### src/rtl/etroc2_frame_pkg.sv
// etroc2_frame_pkg
// Shared definitions for the ETROC2 frame builder:
//   - header preamble and hit-limit defaults
//   - frame field widths and bit offsets of the header, data and trailer words
//   - trailer status bit indices
//   - FSM state encoding {S_IDLE, S_DATA}
//   - CRC-8 polynomial and a single-bit CRC step helper
package etroc2_frame_pkg;

  localparam logic [15:0] HEADER_PATTERN_DEF = 16'h3C5C;
  localparam int unsigned MAX_HITS_DEF       = 255;

  localparam int FRAME_W = 40;
  localparam int TDC_W   = 29;
  localparam int PIX_W   = 8;
  localparam int BCID_W  = 12;
  localparam int EA_W    = 2;
  localparam int CHIP_W  = 17;
  localparam int CNT_W   = 8;
  localparam int CRC_W   = 8;
  localparam int STAT_W  = 6;

  // Header: {pattern[39:24], 2'b00, l1Counter[21:14], 2'b00, BCID[11:0]}
  localparam int HDR_PAT_LSB  = 24;
  localparam int HDR_L1_LSB   = 14;
  localparam int HDR_BCID_LSB = 0;
  // Data: {1'b1, EA[38:37], col[36:33], row[32:29], TDC[28:0]}
  localparam int DAT_FLAG_BIT = 39;
  localparam int DAT_EA_LSB   = 37;
  localparam int DAT_PIX_LSB  = 29;
  localparam int DAT_TDC_LSB  = 0;
  // Trailer: {1'b0, chipId[38:22], status[21:16], hitCount[15:8], crc[7:0]}
  localparam int TRL_CHIP_LSB = 22;
  localparam int TRL_STAT_LSB = 16;
  localparam int TRL_CNT_LSB  = 8;
  localparam int TRL_CRC_LSB  = 0;
  // The CRC covers only the upper 32 bits of the trailer.
  localparam int TRL_CRC_SPAN = FRAME_W - CRC_W;

  localparam int ST_L1_FULL  = 5;
  localparam int ST_L1_OVF   = 4;
  localparam int ST_L1_HALF  = 3;
  localparam int ST_PROTO    = 2;
  localparam int ST_HIT_SAT  = 1;
  localparam int ST_ANY_EA   = 0;

  typedef enum logic {
    S_IDLE = 1'b0,
    S_DATA = 1'b1
  } state_t;

  localparam logic [CRC_W-1:0] CRC_POLY = 8'h2F;

  // One MSB-first CRC-8 step (no reflection).
  function automatic logic [CRC_W-1:0] crc8_bit(input logic [CRC_W-1:0] crc, input logic din);
    logic fb;
    fb = crc[CRC_W-1] ^ din;
    return {crc[CRC_W-2:0], 1'b0} ^ (fb ? CRC_POLY : '0);
  endfunction

endpackage

### src/rtl/etroc2_frame_builder_crc8.sv
// frame_crc8
// Combinational CRC-8 update over a W-bit word, MSB first.
// Ports:
//   i_crc  [7:0]   running CRC before this word
//   i_data [W-1:0] word to fold in
//   o_crc  [7:0]   running CRC after this word
// Only instantiated when FRAME_CRC_EN is defined.
module frame_crc8
  import etroc2_frame_pkg::*;
#(
  parameter int W = FRAME_W
) (
  input  logic [CRC_W-1:0] i_crc,
  input  logic [W-1:0]     i_data,
  output logic [CRC_W-1:0] o_crc
);

  always_comb begin
    o_crc = i_crc;
    for (int i = W - 1; i >= 0; i--) begin
      o_crc = crc8_bit(o_crc, i_data[i]);
    end
  end

endmodule

### src/rtl/etroc2_frame_builder.sv
// etroc2_frame_builder
// Turns the readout controller event stream into 40-bit ETROC2 frames:
// one header, zero or more data words, one trailer per event.
// At most one word per clock; no backpressure.
// Ports:
//   clk, reset (async, active-low)
//   eventStart, hit, inTDCData[28:0], inPixelID[7:0], inBCID[11:0], inEA[1:0]
//   inL1BufFull, inL1BufOverflow, inL1BufHalfFull, chipId[16:0]
//   dout[39:0], doutValid, l1Counter[7:0], protoErr (sticky)
// Build option: FRAME_CRC_EN adds a running CRC-8 in the trailer;
// without it the trailer CRC field is 8'h00 and no CRC logic exists.
//
// state  | meaning
// S_IDLE | waiting for eventStart; stray hits ignored
// S_DATA | header sent; emitting data words until hit=0 (or eventStart)
module etroc2_frame_builder
  import etroc2_frame_pkg::*;
#(
  parameter logic [15:0] HEADER_PATTERN = HEADER_PATTERN_DEF,
  parameter int unsigned MAX_HITS       = MAX_HITS_DEF
) (
  input  logic               clk,
  input  logic               reset,
  input  logic               eventStart,
  input  logic               hit,
  input  logic [TDC_W-1:0]   inTDCData,
  input  logic [PIX_W-1:0]   inPixelID,
  input  logic [BCID_W-1:0]  inBCID,
  input  logic [EA_W-1:0]    inEA,
  input  logic               inL1BufFull,
  input  logic               inL1BufOverflow,
  input  logic               inL1BufHalfFull,
  input  logic [CHIP_W-1:0]  chipId,
  output logic [FRAME_W-1:0] dout,
  output logic               doutValid,
  output logic [CNT_W-1:0]   l1Counter,
  output logic               protoErr
);

  localparam logic [CNT_W-1:0] LP_MAX_HITS = MAX_HITS[CNT_W-1:0];

  state_t             r_state, w_state_nxt;
  logic [FRAME_W-1:0] r_dout, w_word;
  logic               r_valid, w_valid;
  logic [CNT_W-1:0]   r_l1_cnt, w_l1_cnt_nxt;
  logic [CNT_W-1:0]   r_hit_cnt, w_hit_cnt_nxt;
  logic               r_hit_sat, w_hit_sat_nxt;
  logic               r_any_ea, w_any_ea_nxt;
  logic [2:0]         r_l1_flags, w_l1_flags_nxt;
  logic               r_proto_err, w_proto_err_nxt;

  logic [FRAME_W-1:0]      w_header, w_data, w_trailer;
  logic [TRL_CRC_SPAN-1:0] w_trl_hi;
  logic [CRC_W-1:0]        w_crc_trl;

  assign w_header = {HEADER_PATTERN, 2'b00, r_l1_cnt, 2'b00, inBCID};
  assign w_data   = {1'b1, inEA, inPixelID[7:4], inPixelID[3:0], inTDCData};
  // eventStart here can only be set on the protocol-error trailer.
  assign w_trl_hi  = {1'b0, chipId, r_l1_flags, eventStart, r_hit_sat, r_any_ea, r_hit_cnt};
  assign w_trailer = {w_trl_hi, w_crc_trl};

  always_comb begin
    w_state_nxt     = r_state;
    w_valid         = 1'b0;
    w_word          = '0;
    w_l1_cnt_nxt    = r_l1_cnt;
    w_hit_cnt_nxt   = r_hit_cnt;
    w_hit_sat_nxt   = r_hit_sat;
    w_any_ea_nxt    = r_any_ea;
    w_l1_flags_nxt  = r_l1_flags;
    w_proto_err_nxt = r_proto_err;
    case (r_state)
      S_IDLE: begin
        if (eventStart) begin
          w_valid        = 1'b1;
          w_word         = w_header;
          w_l1_cnt_nxt   = r_l1_cnt + 8'd1;
          w_l1_flags_nxt = {inL1BufFull, inL1BufOverflow, inL1BufHalfFull};
          w_hit_cnt_nxt  = '0;
          w_hit_sat_nxt  = 1'b0;
          w_any_ea_nxt   = 1'b0;
          w_state_nxt    = S_DATA;
        end
      end
      S_DATA: begin
        if (eventStart) begin
          // Overlapping event: close this one, count and drop the new one.
          w_valid         = 1'b1;
          w_word          = w_trailer;
          w_proto_err_nxt = 1'b1;
          w_l1_cnt_nxt    = r_l1_cnt + 8'd1;
          w_state_nxt     = S_IDLE;
        end else if (hit) begin
          if (r_hit_cnt < LP_MAX_HITS) begin
            w_valid       = 1'b1;
            w_word        = w_data;
            w_hit_cnt_nxt = r_hit_cnt + 8'd1;
            w_any_ea_nxt  = r_any_ea | (|inEA);
          end else begin
            w_hit_sat_nxt = 1'b1;
          end
        end else begin
          w_valid     = 1'b1;
          w_word      = w_trailer;
          w_state_nxt = S_IDLE;
        end
      end
    endcase
  end

  always_ff @(posedge clk or negedge reset) begin
    if (!reset) begin
      r_state     <= S_IDLE;
      r_dout      <= '0;
      r_valid     <= 1'b0;
      r_l1_cnt    <= '0;
      r_hit_cnt   <= '0;
      r_hit_sat   <= 1'b0;
      r_any_ea    <= 1'b0;
      r_l1_flags  <= '0;
      r_proto_err <= 1'b0;
    end else begin
      r_state     <= w_state_nxt;
      r_dout      <= w_word;
      r_valid     <= w_valid;
      r_l1_cnt    <= w_l1_cnt_nxt;
      r_hit_cnt   <= w_hit_cnt_nxt;
      r_hit_sat   <= w_hit_sat_nxt;
      r_any_ea    <= w_any_ea_nxt;
      r_l1_flags  <= w_l1_flags_nxt;
      r_proto_err <= w_proto_err_nxt;
    end
  end

`ifdef FRAME_CRC_EN
  logic [CRC_W-1:0]   r_crc, w_crc_seed, w_crc_word;
  logic [FRAME_W-1:0] w_crc_in;

  // Only a header can be emitted from IDLE, and it restarts the CRC.
  assign w_crc_seed = (r_state == S_IDLE) ? '0 : r_crc;
  assign w_crc_in   = (r_state == S_IDLE) ? w_header : w_data;

  frame_crc8 #(.W(FRAME_W)) u_crc_word (
    .i_crc  (w_crc_seed),
    .i_data (w_crc_in),
    .o_crc  (w_crc_word)
  );

  frame_crc8 #(.W(TRL_CRC_SPAN)) u_crc_trl (
    .i_crc  (r_crc),
    .i_data (w_trl_hi),
    .o_crc  (w_crc_trl)
  );

  // Words that leave us in DATA are header or data words.
  always_ff @(posedge clk or negedge reset) begin
    if (!reset) begin
      r_crc <= '0;
    end else if (w_valid && (w_state_nxt == S_DATA)) begin
      r_crc <= w_crc_word;
    end
  end
`else
  assign w_crc_trl = '0;
`endif

  assign dout      = r_dout;
  assign doutValid = r_valid;
  assign l1Counter = r_l1_cnt;
  assign protoErr  = r_proto_err;

endmodule

### config.mk
export PLATFORM = sky130hd
export DESIGN_NAME = etroc2_frame_builder
export DESIGN_NICKNAME = d
export VERILOG_FILES = /design/src/rtl/etroc2_frame_pkg.sv /design/src/rtl/etroc2_frame_builder_crc8.sv /design/src/rtl/etroc2_frame_builder.sv
export SDC_FILE = /design/constraint.sdc
export NUM_CORES = 1
export LEC_CHECK = 0
export CAP_MARGIN = 10
export CORE_UTILIZATION = 41
export CTS_CLUSTER_SIZE = 40
export DETAILED_ROUTE_END_ITERATION = 12
export PLACE_DENSITY = 0.77
export SLEW_MARGIN = 20
export SYNTH_ARGS = -nofsm -noshare
export SYNTH_HDL_FRONTEND = slang
export SYNTH_SLANG_ARGS = --single-unit
### constraint.sdc
create_clock -name clk -period 2.8 [get_ports clk]
set_input_delay 0.42 -clock clk [delete_from_list [all_inputs] [get_ports clk]]
set_output_delay 0.42 -clock clk [all_outputs]
set_load 0.05 [all_outputs]
==> flow_summary.yaml, run 1 <==
floorplan:
  die-area_um2: 7070
  core_area_um2: 6420
  ios: 125
  die_h_um: 84.1
  die_w_um: 84.1
  start_util: 0.430
  rows: 29
critical_path:
  end_kind: "output pin"
  cpPeakStageDelay_ps: 870
  worstPathCellList: "clkdlybuf4s50_1"
  critical_path_buf_inv_count: 1
  critPathKind: "reg2out"
  worstSetupStartpointType: "flip-flop"
  critPathSlowestCell: "clkdlybuf4s50_1"
  cp_data_arrival_time_ps: 1710
  reg2reg_slack_ps: 680
  crit_family: "buffers and inverters"
  r2r-end: "dout[9]"
  worstRegToRegCells: 5
  required_ps: 2380
  path_max_fanout: 6
  r2r-start: "r_hit_cnt[0]"
  path_depth: 1
synth:
  synth.distinct_cells: 42
  syn-num-nets: 302
  yosys_warnings: 0
  ys_seq_elements: 64
  synth_seq_area_share: 0.579
  synth_area_um2: 2760
  synthCells: 223
  avgSynthCellArea_um2: 12.4
power_and_ir_drop:
  p_switching_uw: 1150
  ir_drop_uv: 662
  swShare: 0.388
  clockPowerShare: 0.228
  power_frac_seq: 0.402
  p_leak_uw: 0.00182
  p_int_uw: 1820
  power_frac_comb: 0.370
  p_per_area_nw_per_um2: 703
detailed_routing:
  wl_um: 7340
  drtPass1Iterations: 10
  ant_nets: 0
  wl_per_cell_um: 17.0
  drtIter0Drc: 105
  route.detailed.drc: 24
  via_count: 2322
  drt-vias-per-instance: 5.38
timing:
  fin_crit_ps: 2130
  slew_headroom: 0.538
  skew_ps: 8.09
  hold_violations: 0
  holdWs_ps: 113
  fmax_ghz: 0.469
  finalMaxSlewViolations: 0
  setup_viol: 0
  worst_slew_pin_slew_ps: 693
  tns_ps: 0
  finalCritPeriodShare: 0.761
  setup_slack_ps: 668
  rsz0062_at_grt: "no"
clocking:
  cts_buffers: 9
  cts_setup_buffers: 0
  clkLatencyLatePin_ps: 340
  cts.sinks: 64
  cts_buffer_depth: 2
  h-tree-depth: 3
  path_clk_slew_ps: 70
  tritoncts: "done"
  cts-resized-gates: 0
  root_buffer: "clkbuf_8"
  holdBufCountCts: 0
place:
  post-dp-hpwl_um: 5300
  portBuffers: 124
  pre_cts_ws_ps: 526
  place_congestion: 0.849
global_routing:
  grt_pass1_wl_um: 12100
  grt_max_degree: 40
  antenna_found_initial: 0
  first_global_vias: 2358
  track_usage: 0.224
  grt_overflow: 0
cells_and_area:
  diodes: 0
  fillers: 527
  multi_input_area_um2: 1060
  finalNetCount: 429
  seq_area_um2: 1600
  syn_to_final_growth_pct: 53.0
  layout-drive-gt1-share: 0.0873
run_status:
  violations: "DRC"
  status: "finished, violations left"
job:
  cap_violations: 0
worst_hold_path:
  min_path_type: "in2async"
[area by class of cell]
cell class / instances / area share
clock buffers: 10 / 0.0302
multi-input cells: 142 / 0.251
well taps: 77 / 0.0228
inverters: 3 / 0.00266
repair buffers: 130 / 0.306
flip-flops and latches: 64 / 0.379
clock inverters: 6 / 0.00858
[sequential cells by signal, summed over array words and instances (netlist names)]
| signal | cells |
|---|---|
| dout | 40 |
| doutValid | 1 |
| r_l1_flags | 3 |
| r_state | 1 |
| r_hit_sat | 1 |
| r_any_ea | 1 |
| r_hit_cnt | 8 |
| protoErr | 1 |
| l1Counter | 8 |
[cell usage in the layout, fill, tap and decap left out, drive strengths merged, types with 3 or more instances in the layout]
cell type and n:
clkdlybuf4s50 123, dfrtp 64, nor2 22, a22o 19
a221o 11, clkbuf 10, mux2i 9, o2bb2ai 8
buf 7, clkinv 6, nand2 5, and2 5
nor2b 4, nand3 4, o21ai 4, mux2 4
nand4 4, xor2 4, ha 4, a21oi 4
and3 3, xnor2 3, nor3 3, a211oi 3
[synth_stat cells, drive strengths merged]
cell type   n  area (um2)
nor2       22        82.6
clkinv      1        3.75
ha          4        50.1
nand4       4        25.0
nand3       4        20.0
o2bb2ai     8        70.1
o221a       1        11.3
o21a        1        7.51
a41o        1        10.0
a22o       19         166
clkbuf      2        7.51
dfrtp      64        1600
xor2        4        35.0
or2         2        12.5
a41oi       2        17.5
o21ai       4        20.0
nor3        3        15.0
nand4b      1        8.76
inv         2        7.51
nor4        1        6.26
and4b       1        10.0
a221o      11         110
and4        1        8.76
and2        5        31.3
nand2       5        18.8
nor2b       4        25.0
nand2b      1        6.26
mux2        4        45.0
and3        3        18.8
o22a        1        8.76
o21bai      2        15.0
buf        12        86.3
a21oi       4        20.0
a211oi      3        35.0
xnor2       3        26.3
a311oi      2        17.5
mux2i       9        90.1
a31oi       2        12.5
[logic make-up (layout without fill, tap and decap cells)]
family	count (synthesis)	after routing	synth area share
AO/OA/AOI/OAI	61	61	0.189
buffers and inverters	17	149	0.0380
XOR/XNOR	7	7	0.0222
flip-flops	64	64	0.579
AND/OR/NAND/NOR	57	57	0.105
adder cells (fa/ha/maj)	4	4	0.0181
multiplexers	13	13	0.0489
[layer usage]
layer,global-route usage,share of wire,vias to the layer above
li1,-,-,1085
met3,0.0445,0.058,10
met1,0.286,0.42,1150
met2,0.376,0.50,77
met5,0,0,-
met4,0.0862,0.017,0
[how the worst max path moves through the flow]
stage                            start            to  slack (ps)
final                     l1Counter[0]  l1Counter[0]         670
after global routing      r_hit_cnt[0]       dout[9]         580
after global placement      eventStart      dout[15]         520
after floorplan                r_state  r_hit_cnt[0]         860
after CTS                 l1Counter[0]  l1Counter[0]         660
after detailed placement    eventStart      dout[15]         530
[per-stage QoR]
step	util	std cells	cell area, um2	power (uW)
2_1_floorplan	-	223	2760	1850
3_3_place_gp	0.632	416	4060	2290
3_5_place_dp	0.632	416	4060	2310
4_1_cts	0.658	432	4220	2990
5_1_grt	0.658	432	4230	3130
6_report	0.658	432	4230	2970
[power by group through the flow]
| stage | Clock (uW) | Sequential, uW | Combinational [uW] |
|---|---|---|---|
| 5_1_grt | 754 | 1210 | 1160 |
| 6_report | 677 | 1200 | 1100 |
| 4_1_cts | 691 | 1190 | 1110 |
| 3_3_place_gp | 0 | 1200 | 1080 |
| 2_1_floorplan | 0 | 1600 | 254 |
| 3_5_place_dp | 0 | 1210 | 1100 |
(Power assumes the default switching activity.)
==> inputs of run 2 (changes only) <==
--- a/config.mk
+++ b/config.mk
@@ -6,10 +6,10 @@
 export NUM_CORES = 1
 export LEC_CHECK = 0
 export CAP_MARGIN = 10
-export CORE_UTILIZATION = 41
+export CORE_UTILIZATION = 37
 export CTS_CLUSTER_SIZE = 40
 export DETAILED_ROUTE_END_ITERATION = 12
-export PLACE_DENSITY = 0.77
+export PLACE_DENSITY = 0.73
 export SLEW_MARGIN = 20
 export SYNTH_ARGS = -nofsm -noshare
 export SYNTH_HDL_FRONTEND = slang
==> constraint.sdc (replaced) <==
create_clock -name clk -period 1.8 [get_ports clk]
set_input_delay 0.27 -clock clk [delete_from_list [all_inputs] [get_ports clk]]
set_output_delay 0.27 -clock clk [all_outputs]
set_load 0.05 [all_outputs]
==> flow_summary.yaml, run 2 (synthesized netlist as in run 1, its figures left out) <==
clocking:
  cts.sinks: 64
  tritoncts: "done"
  cts_buffer_depth: 2
  cts_buffers: 9
  path_clk_slew_ps: 70
  h-tree-depth: 3
  clkLatencyLatePin_ps: 330
  root_buffer: "clkbuf_8"
global_routing:
  grt_max_degree: 21
  antenna_found_initial: 0
  track_usage: 0.211
  grt_overflow: 0
  first_global_vias: 2478
  grt_pass1_wl_um: 12300
detailed_routing:
  drt-vias-per-instance: 5.04
  drtIter0Drc: 67
  ant_nets: 0
  wl_per_cell_um: 16.5
  drtPass1Iterations: 4
  wl_um: 8020
  route.detailed.drc: 0
  via_count: 2443
timing:
  rsz0062_at_grt: "no"
  tns_ps: 0
  finalMaxSlewViolations: 0
  fin_crit_ps: 1750
  slew_headroom: 0.639
  setup_viol: 0
  hold_violations: 0
  setup_slack_ps: 45.3
  skew_ps: 8.75
  fmax_ghz: 0.570
  holdWs_ps: 362
  finalCritPeriodShare: 0.975
  worst_slew_pin_slew_ps: 540
floorplan:
  rows: 31
  die_w_um: 88.4
  start_util: 0.381
  ios: 125
  core_area_um2: 7250
  die_h_um: 88.4
  die-area_um2: 7820
place:
  place_congestion: 0.873
  post-dp-hpwl_um: 6080
  portBuffers: 124
  pre_cts_ws_ps: -55.7
  placed_cells: 464
critical_path:
  path_depth: 6
  r2r-start: "r_hit_cnt[0]"
  worstPathCellList: "ha_1 -> and4_1 -> a211oi_4 -> buf_12 -> buf_4 -> a22o_1"
  worstRegToRegCells: 6
  end_kind: "flip-flop"
  critPathKind: "reg2reg"
  reg2reg_slack_ps: 50
  worstSetupStartpointType: "flip-flop"
  cp_data_arrival_time_ps: 2010
  path_max_fanout: 17
  critPathSlowestCell: "dfrtp_1"
  required_ps: 2060
  r2r-end: "dout[24]"
  critical_path_buf_inv_count: 2
  crit_family: "compound AO/OA/AOI/OAI gates"
  cpPeakStageDelay_ps: 390
worst_hold_path:
  min_path_type: "in2async"
cells_and_area:
  largest_register_ffs: 40
  diodes: 0
  multi_input_area_um2: 1070
  layout-drive-gt1-share: 0.199
  layout_commonest_cell: "clkdlybuf4s50_1"
  seq_area_um2: 1600
  final_cell_mix: "clkdlybuf4s50_1 (108), dfrtp_1 (64), buf_4 (47)"
  finalNetCount: 460
  fillers: 593
  syn_to_final_growth_pct: 65.1
  final_cell_count_no_fill: 485
power_and_ir_drop:
  p_switching_uw: 1800
  clockPowerShare: 0.280
  p_leak_uw: 0.00205
  p_per_area_nw_per_um2: 1100
  ir_drop_uv: 999
  power_frac_seq: 0.365
  power_frac_comb: 0.355
  swShare: 0.358
  p_int_uw: 3230
run_status:
  status: "finished clean"
job:
  cap_violations: 0
==> run 2: changes by cell type in the layout (fill, tap and decap cells not counted), sizes merged <==
cell,previous run,this run
dlymetal6s2s,0,1
clkdlybuf4s50,123,108
dlygate4sd3,0,1
clkinvlp,1,0
clkinv,6,4
buf,7,51
bufinv,0,2
clkbuf,10,11
==> run 2: worst register-to-register path, cell delays in order, from the launching register on <==
cell and delay [ps]:
dfrtp_1 390, ha_1 220, and4_1 260, a211oi_4 330, buf_12 200, buf_4 130
a22o_1 150
==> run 2: metrics by stage <==
step	total power (uW)	instance area [um2]	utilization
after global routing	5260	4560	0.629
final	5040	4560	0.629
after floorplan	2890	2780	-
after CTS	5060	4530	0.624
after detailed placement	3650	4290	0.591
after global placement	3620	4290	0.591
==> run 2: worst max-delay path by stage <==
stage                       from            to
global placement      eventStart  r_hit_cnt[5]
floorplan                r_state  r_hit_cnt[5]
CTS                     dout[10]      dout[10]
detailed placement    eventStart  r_hit_cnt[7]
finish              r_hit_cnt[0]      dout[24]
global route        r_hit_cnt[0]      dout[27]
==> run 2: final cells by class <==
type	instances	area share
inverter	3	0.00247
clock buffer	11	0.0332
sequential	64	0.351
clock inverter	5	0.0173
timing repair buffer	161	0.334
tap	99	0.0272
multi-input combinational	142	0.235
==> run 2: layer usage <==
metal | share of wire | global-route usage | routed length, um
met5 | 0 | 0 | 0
met4 | 0.021 | 0.0982 | 168
met3 | 0.072 | 0.0494 | 580
met2 | 0.49 | 0.358 | 3950
met1 | 0.41 | 0.253 | 3320
==> run 2: power by group through the flow <==
stage / clock (uW) / sequential, uW / combinational (uW)
final: 1410 / 1840 / 1790
after global routing: 1490 / 1870 / 1900
after CTS: 1430 / 1840 / 1790
after detailed placement: 0 / 1870 / 1780
after global placement: 0 / 1860 / 1760
after floorplan: 0 / 2490 / 403
==> run 2: repair_timing <==
action / CTS / global route
setup endpoints to repair: 0 / 2
setup buffers: 0 / 4
endpoints found under the hold margin: 10 / 0
hold buffers: 1 / 0
resized for setup: 0 / 1
==> inputs of run 3 (changes only) <==
--- a/config.mk
+++ b/config.mk
@@ -9,6 +9,7 @@
 export CORE_UTILIZATION = 37
 export CTS_CLUSTER_SIZE = 40
 export DETAILED_ROUTE_END_ITERATION = 12
+export HOLD_SLACK_MARGIN = 0.06
 export PLACE_DENSITY = 0.73
 export SLEW_MARGIN = 20
 export SYNTH_ARGS = -nofsm -noshare
==> results of run 3 <==
Same layout as run 2: the final DEF is identical, and so are final timing and power.
